[src/rtl/stack_pkg.sv]
// stack_pkg
//   Shared definitions for the LIFO stack and its stream-side controller.
//   STK_WIDTH / STK_DEPTH are the default word width and capacity used by
//   both the stack and stack_reverser, so the pair agrees by construction.
//   rev_state_t is the controller FSM state encoding.
package stack_pkg;

    localparam int STK_WIDTH = 8;
    localparam int STK_DEPTH = 8;

    typedef enum logic [1:0] {
        FILL = 2'd0,
        POP  = 2'd1,
        LOAD = 2'd2,
        HOLD = 2'd3
    } rev_state_t;

endpackage

[src/rtl/stack_reverser.sv]
// stack_reverser
//   Stream-side controller for the stack LIFO. Accepts a framed byte stream,
//   pushes beats into the stack until the frame ends or the stack is full,
//   then pops every stored entry to the output, so each frame (or each
//   DEPTH-sized chunk of a longer frame) leaves in reverse order.
//
// Ports
//   Clk, RstN       clock (rising edge) and asynchronous active-low reset
//   In_Data/In_Valid/In_Last/In_Ready     framed input stream
//   Out_Data/Out_Valid/Out_Last/Out_Ready reversed output stream
//   Stk_Push/Stk_Pop/Stk_Data_In          commands and data to the stack
//   Stk_Data_Out/Stk_Full/Stk_Empty       data and flags from the stack
//   Err             sticky protocol error (stack underflow), reset-only clear
module stack_reverser
    import stack_pkg::*;
#(
    parameter int WIDTH = STK_WIDTH,
    parameter int DEPTH = STK_DEPTH,
    parameter int CW    = $clog2(DEPTH + 1)
) (
    input  logic             Clk,
    input  logic             RstN,
    input  logic [WIDTH-1:0] In_Data,
    input  logic             In_Valid,
    input  logic             In_Last,
    output logic             In_Ready,
    output logic [WIDTH-1:0] Out_Data,
    output logic             Out_Valid,
    output logic             Out_Last,
    input  logic             Out_Ready,
    output logic             Stk_Push,
    output logic             Stk_Pop,
    output logic [WIDTH-1:0] Stk_Data_In,
    input  logic [WIDTH-1:0] Stk_Data_Out,
    input  logic             Stk_Full,
    input  logic             Stk_Empty,
    output logic             Err
);

    localparam logic [CW-1:0] ONE      = CW'(1);
    localparam logic [CW-1:0] LAST_IDX = CW'(DEPTH - 1);

    rev_state_t       state;
    logic [CW-1:0]    cnt;
    logic             last_q;
    logic [WIDTH-1:0] out_q;
    // Stk_Empty sampled during the POP cycle; the stack updates its flags on
    // the popping edge, so LOAD must look at the pre-pop value.
    logic             empty_q;
    logic             accept;

    assign accept = (state == FILL) && In_Valid && !Stk_Full;

    always_ff @(posedge Clk or negedge RstN) begin
        if (!RstN) begin
            state   <= FILL;
            cnt     <= '0;
            last_q  <= 1'b0;
            out_q   <= '0;
            empty_q <= 1'b0;
            Err     <= 1'b0;
        end else begin
            case (state)
                FILL: begin
                    if (accept) begin
                        cnt <= cnt + ONE;
                        if (In_Last) begin
                            last_q <= 1'b1;
                            state  <= POP;
                        end else if (cnt == LAST_IDX) begin
                            // Chunk of a longer frame: drain without Out_Last.
                            last_q <= 1'b0;
                            state  <= POP;
                        end
                    end
                end
                POP: begin
                    empty_q <= Stk_Empty;
                    state   <= LOAD;
                end
                LOAD: begin
                    if (empty_q) begin
                        // Underflow: the stack lost entries we counted.
                        Err   <= 1'b1;
                        cnt   <= '0;
                        state <= FILL;
                    end else begin
                        out_q <= Stk_Data_Out;
                        cnt   <= cnt - ONE;
                        state <= HOLD;
                    end
                end
                HOLD: begin
                    if (Out_Ready) begin
                        state <= (cnt == '0) ? FILL : POP;
                    end
                end
                default: state <= FILL;
            endcase
        end
    end

    assign In_Ready    = (state == FILL) && !Stk_Full;
    assign Stk_Push    = accept;
    assign Stk_Pop     = (state == POP);
    assign Stk_Data_In = (state == FILL) ? In_Data : '0;
    assign Out_Valid   = (state == HOLD);
    assign Out_Data    = (state == HOLD) ? out_q : '0;
    assign Out_Last    = (state == HOLD) && last_q && (cnt == '0);

endmodule

[config.mk]
export PLATFORM = sky130hd
export DESIGN_NAME = stack_reverser
export DESIGN_NICKNAME = d
export VERILOG_FILES = /design/src/rtl/stack_pkg.sv /design/src/rtl/stack_reverser.sv
export SDC_FILE = /design/constraint.sdc
export NUM_CORES = 1
export LEC_CHECK = 0
export BUFFER_PORTS_ARGS = -buffer_cell sky130_fd_sc_hd__buf_2
export CAP_MARGIN = 20
export CORE_UTILIZATION = 45
export CTS_BUF_LIST = sky130_fd_sc_hd__clkbuf_16
export CTS_CLUSTER_DIAMETER = 100
export DETAILED_ROUTE_END_ITERATION = 8
export PLACE_DENSITY_LB_ADDON = 0.08
export SKIP_CTS_REPAIR_TIMING = 1
export SLEW_MARGIN = 20
export SYNTH_ARGS = -nofsm -noshare
export SYNTH_HDL_FRONTEND = slang
export SYNTH_SLANG_ARGS = --single-unit
[constraint.sdc]
create_clock -name Clk -period 1.6 [get_ports Clk]
set_input_delay 0.08 -clock Clk [delete_from_list [all_inputs] [get_ports Clk]]
set_output_delay 0.08 -clock Clk [all_outputs]
set_load 0.01 [all_outputs]
# [Word level (Yosys, flattened, before mapping)]
# Cells that the tools add are included.
[word_totals] in_bits=23 output_inout_bits=22 register_bits=17
[classes] bitwise_logic=1 n_reduce_logical=15 add_sub_neg=2 n_mux=14 n_eq_ne=7
[ops] operator="8-bit two-way mux" count=2
[ops] operator="2-bit two-way mux" count=5
[ops] operator="4-bit two-way mux" count=2
[ops] operator="2-bit case mux with 4 select lines" count=1
[ops] operator="4-bit case mux with 2 select lines" count=1
[ops] operator="2-bit AND reduction" count=3
[ops] operator="3-bit AND reduction" count=2
[ops] operator="1-bit logical AND" count=5
[ops] operator="4-bit by 1-bit adder with 4-bit output, second input constant" count=1
[ops] operator="2-bit equality test, second input constant" count=2
[ops] operator="4-bit by 3-bit equality test with 1-bit output, second input constant" count=1
[ops] operator="4-bit zero test" count=1
[ops] operator="2-bit nonzero test" count=2
[ops] operator="4-bit by 1-bit subtractor with 4-bit output, second input constant" count=1
[ops] operator="1-bit two-way mux" count=3
[ops] operator="3-bit by 2-bit != test with 1-bit output, second input constant" count=1
[ops] operator="2-bit by 1-bit equality test with 1-bit output, second input constant" count=1
[ops] operator="2-bit zero test" count=1
[ops] operator="2-bit by 1-bit != test with 1-bit output, second input constant" count=1
[ops] operator="2-bit != test, second input constant" count=1
[ops] operator="1-bit zero test" count=1
[ops] operator="1-bit NOT" count=1

# [Depth between registers and ports, before layout]
[logic_depth] depth_word=5 ltp_mapped=5

# [Worst setup path after synthesis]
# No wires, ideal clock.
[synth_timing] path_type="reg2reg" from="register state[0]" to="register cnt[3]" setup_time_ns=0.090 t_arrival_ns=1.294 stages_incl_launch_ff=5 path_slack_ns=0.215 path_cell_list="dfrtp_1 nor4b_2 buf_4 or3b_1 o221ai_1"
[synth_between] elab_chain_len=5
[synth_rtl] item="start: declaration" line="stack_reverser.sv:43" rtl="rev_state_t state;"
[synth_rtl] item="start signal: assignment" line="stack_reverser.sv:95" rtl="state <= (cnt == '0) ? FILL : POP;"
[synth_rtl] item="2-bit zero test" line="stack_reverser.sv:52" rtl="assign accept = (state == FILL) && In_Valid && !Stk_Full;"
[synth_rtl] item="1-bit logical AND (2 in a row)" line="stack_reverser.sv:52"
[synth_rtl] item="via Stk_Push" line="stack_reverser.sv:31" rtl="output logic Stk_Push,"
[synth_rtl] item="2-bit != test (no source line)"
[synth_rtl] item="2-bit AND reduction (no source line)"
[synth_rtl] item="end signal: assignment" line="stack_reverser.sv:66" rtl="cnt <= cnt + ONE;"
[synth_rtl] item="end signal: assignment" line="stack_reverser.sv:89" rtl="cnt <= cnt - ONE;"
[synth_rtl] item="end: declaration" line="stack_reverser.sv:44" rtl="logic [CW-1:0] cnt;"
# The timed path passes the listed nets, and every way through them passes these cells.
# A chain may end at the register's enable or synchronous reset.

# [Worst setup path in the final report]
[layout_timing] from="register cnt[1]" to="output port Out_Last"
[layout_between] elab_chain_len=2
[layout_rtl] item="4-bit zero test" line="stack_reverser.sv:109" rtl="assign Out_Last = (state == HOLD) && last_q && (cnt == '0);"
[layout_rtl] item="1-bit logical AND" line="stack_reverser.sv:109"
[layout_rtl] item="end: declaration" line="stack_reverser.sv:29" rtl="output logic Out_Last,"
# No other way between the ends.

==> results.sh <==
export IMPL_drc_errors=0
export IMPL_antenna_found_initial=0
export IMPL_insertion_delay_ns=0.25
export IMPL_relSlewSlack=0.744
export IMPL_p_switching_uw=819
export IMPL_path_class="reg -> out"
export IMPL_fin_crit_ns=1.50
export IMPL_die_area_sq_um=2300
export IMPL_cts_tree="built"
export IMPL_initial_core_util=0.483
export IMPL_finalWeightedCongestion=0.880
export IMPL_core_area_sq_um=1960
export IMPL_synthDistinctLibCells=31
export IMPL_finish_net_count=166
export IMPL_first_pass_iters=4
export IMPL_numCtsBuffers=3
export IMPL_register_area_sq_um=427
export IMPL_min_period_over_period=0.940
export IMPL_globalRouteOverflowTotal=0
export IMPL_syn_num_nets=114
export IMPL_num_fill_cells=169
export IMPL_cp_max_fo=6
export IMPL_num_rows=16
export IMPL_startpoint_type="flop"
export IMPL_grt_usage=0.189
export IMPL_routed_wl_mm=2.08
export IMPL_grt_pass1_vias=683
export IMPL_netlist_area_sq_um=948
export IMPL_outcome="finished clean"
export IMPL_wire_per_inst_um=12.5
export IMPL_grt_pass1_wl_mm=2.93
export IMPL_worstPathRequired_ns=1.52
export IMPL_grt_max_degree=18
export IMPL_via_count=837
export IMPL_max_freq_ghz=0.665
export IMPL_finalHoldViolCount=0
export IMPL_viasPerCell=5.04
export IMPL_p_sw_frac=0.352
export IMPL_p_int_mw=1.50
export IMPL_fin_tns_setup_ns=0
export IMPL_path_clk_slew_ns=0.05
export IMPL_io_buffers=44
export IMPL_yosys_warnings=0
export IMPL_maxCapViolations=0
export IMPL_synth_cells=88
export IMPL_crit_arrival_ns=1.42
export IMPL_die_h_um=47.9
export IMPL_root_buffer="clkbuf_16"
export IMPL_cts_buffer_depth=2
export IMPL_hpwl_mm=1.52
export IMPL_rsz0062_at_grt="false"
export IMPL_p_leak_nw=0.698
export IMPL_drive_gt1_frac=0.489
export IMPL_ys_ff_latch=17
export IMPL_fin_util=0.677
export IMPL_end_kind="output port"
export IMPL_combPwrFrac=0.435
export IMPL_finClkSkew_ns=0.00394
export IMPL_io_pins=45
export IMPL_drv_slew=0
export IMPL_power_frac_clock=0.217
export IMPL_dr_first_iter_drc_count=9
export IMPL_ant_nets=0
export IMPL_ir_drop_uv=1050
export IMPL_diodes=0
export IMPL_setup_viol=0
export IMPL_cts_max_level=1
export IMPL_cts_num_sinks=17
export IMPL_power_density_nw_per_um2=1750
export IMPL_syn_area_per_cell_sq_um=10.8
export IMPL_tightest_slew_ns=0.384
export IMPL_seq_area_frac_synth=0.449
export IMPL_multi_input_area_sq_um=504
export IMPL_die_x_um=47.9
export IMPL_areaGrowthSynthToFinish_pct=40.0
export IMPL_seqPwrFrac=0.348
export IMPL_hp_class="in -> reg"
## cell families (layout without fill, tap and decap cells)
family / count (synthesis) / after routing / synth area share
compound gates: 10 / 10 / 0.0818
xor+xnor: 2 / 2 / 0.0185
fa+ha+maj: 3 / 3 / 0.0396
buf+inv: 6 / 57 / 0.0277
flops: 17 / 17 / 0.449
mux: 10 / 10 / 0.117
simple gates: 40 / 40 / 0.266
## worst max-delay path, cell delays in order, from the launching register on
cell	delay (ns)
dfrtp_1	0.43
inv_1	0.09
ha_1	0.18
nor3b_2	0.15
and3_1	0.19
buf_2	0.13
## cell usage after synthesis (all sizes together)
cell    count  area share
a21boi      1      0.0079
clkbuf      3       0.012
or3b        2       0.018
mux2i       1       0.011
and2       10       0.066
nor4b       1       0.016
nor3        2       0.011
ha          3       0.040
nand2b      2       0.013
inv         2      0.0079
nand2       6       0.024
nand3       1      0.0053
a211o       1      0.0092
nor2        2       0.016
o221ai      2       0.018
o21ai       1      0.0053
nand3b      1      0.0079
and4        1      0.0092
mux2        9        0.11
and3        9       0.059
o22ai       1      0.0066
nor3b       1      0.0079
buf         1      0.0079
a21o        1      0.0079
o21bai      1      0.0079
o31a        1      0.0092
nor2b       2       0.013
dfrtp      17        0.45
xnor2       2       0.018
a22o        1      0.0092
## power by group through the flow
stage / clock (mW) / sequential [mW] / combinational [mW]
4_1_cts: 0.509 / 0.799 / 1.01
6_report: 0.503 / 0.809 / 1.01
2_1_floorplan: 0 / 0.751 / 0.691
5_1_grt: 0.527 / 0.836 / 1.13
3_5_place_dp: 0 / 0.804 / 0.999
3_3_place_gp: 0 / 0.782 / 0.987
## flip-flops by register name, indices dropped and copies added, names as in the netlist
signal   count
last_q       1
empty_q      1
Err          1
cnt          4
state        2
out_q        8
## metal layers
metal  wire length [um]  up-vias  global-route usage
met4                 34        0               0.100
met5                  0        -                   0
met3                138        4              0.0453
li1                   -      414                   -
met1                917      386               0.258
met2                992       33               0.278
## area by class of cell
cell class / count / area share
Clock buffer: 3 / 0.0566
Timing Repair Buffer: 51 / 0.207
Tap cell: 27 / 0.0254
Multi-Input combinational cell: 65 / 0.380
Clock inverter: 1 / 0.00377
Sequential cell: 17 / 0.321
Inverter: 2 / 0.00566
## placed cells by master, fill, tap and decap left out, types with 2 or more instances in the layout
cell / count
buf_2: 44
dfrtp_1: 16
and2_1: 10
and3_1: 9
mux2_2: 9
nand2_1: 6
buf_4: 6
ha_1: 3
clkbuf_16: 3
nor2b_1: 2
inv_1: 2
nor3_1: 2
nand2b_1: 2
xnor2_1: 2
or3b_1: 2
o221ai_1: 2
## worst paths after layout
kind,cells past startpoint,slack [ns],end,startpoint
max in group asynchronous,2,1.01,cnt[0]$_DFFE_PN0P_,RstN
worst max-delay path,5,0.1,Out_Last,cnt[1]$_DFFE_PN0P_
worst max register to register,4,0.14,cnt[3]$_DFFE_PN0P_,state[0]$_DFFE_PN0P_
worst min-delay path,2,0.06,out_q[5]$_DFFE_PN0P_,Stk_Data_Out[5]
min in group asynchronous,2,0.29,last_q$_DFFE_PN0P_,RstN
worst min register to register,1,0.45,Err$_DFFE_PN0P_,Err$_DFFE_PN0P_
## metrics by stage
stage	worst slack [ns]	cells	power [mW]	cell area [sq um]	hold WS [ns]
after global placement	0.195	161	1.77	1230	0.0255
after floorplan	0.215	88	1.44	948	-0.216
after detailed placement	0.153	161	1.80	1230	0.0231
after CTS	0.0598	165	2.32	1310	-0.240
after global routing	0.0181	166	2.49	1330	0.0589
final	0.0957	166	2.32	1330	0.0597
Note: power is estimated with default switching activity, not from simulation.
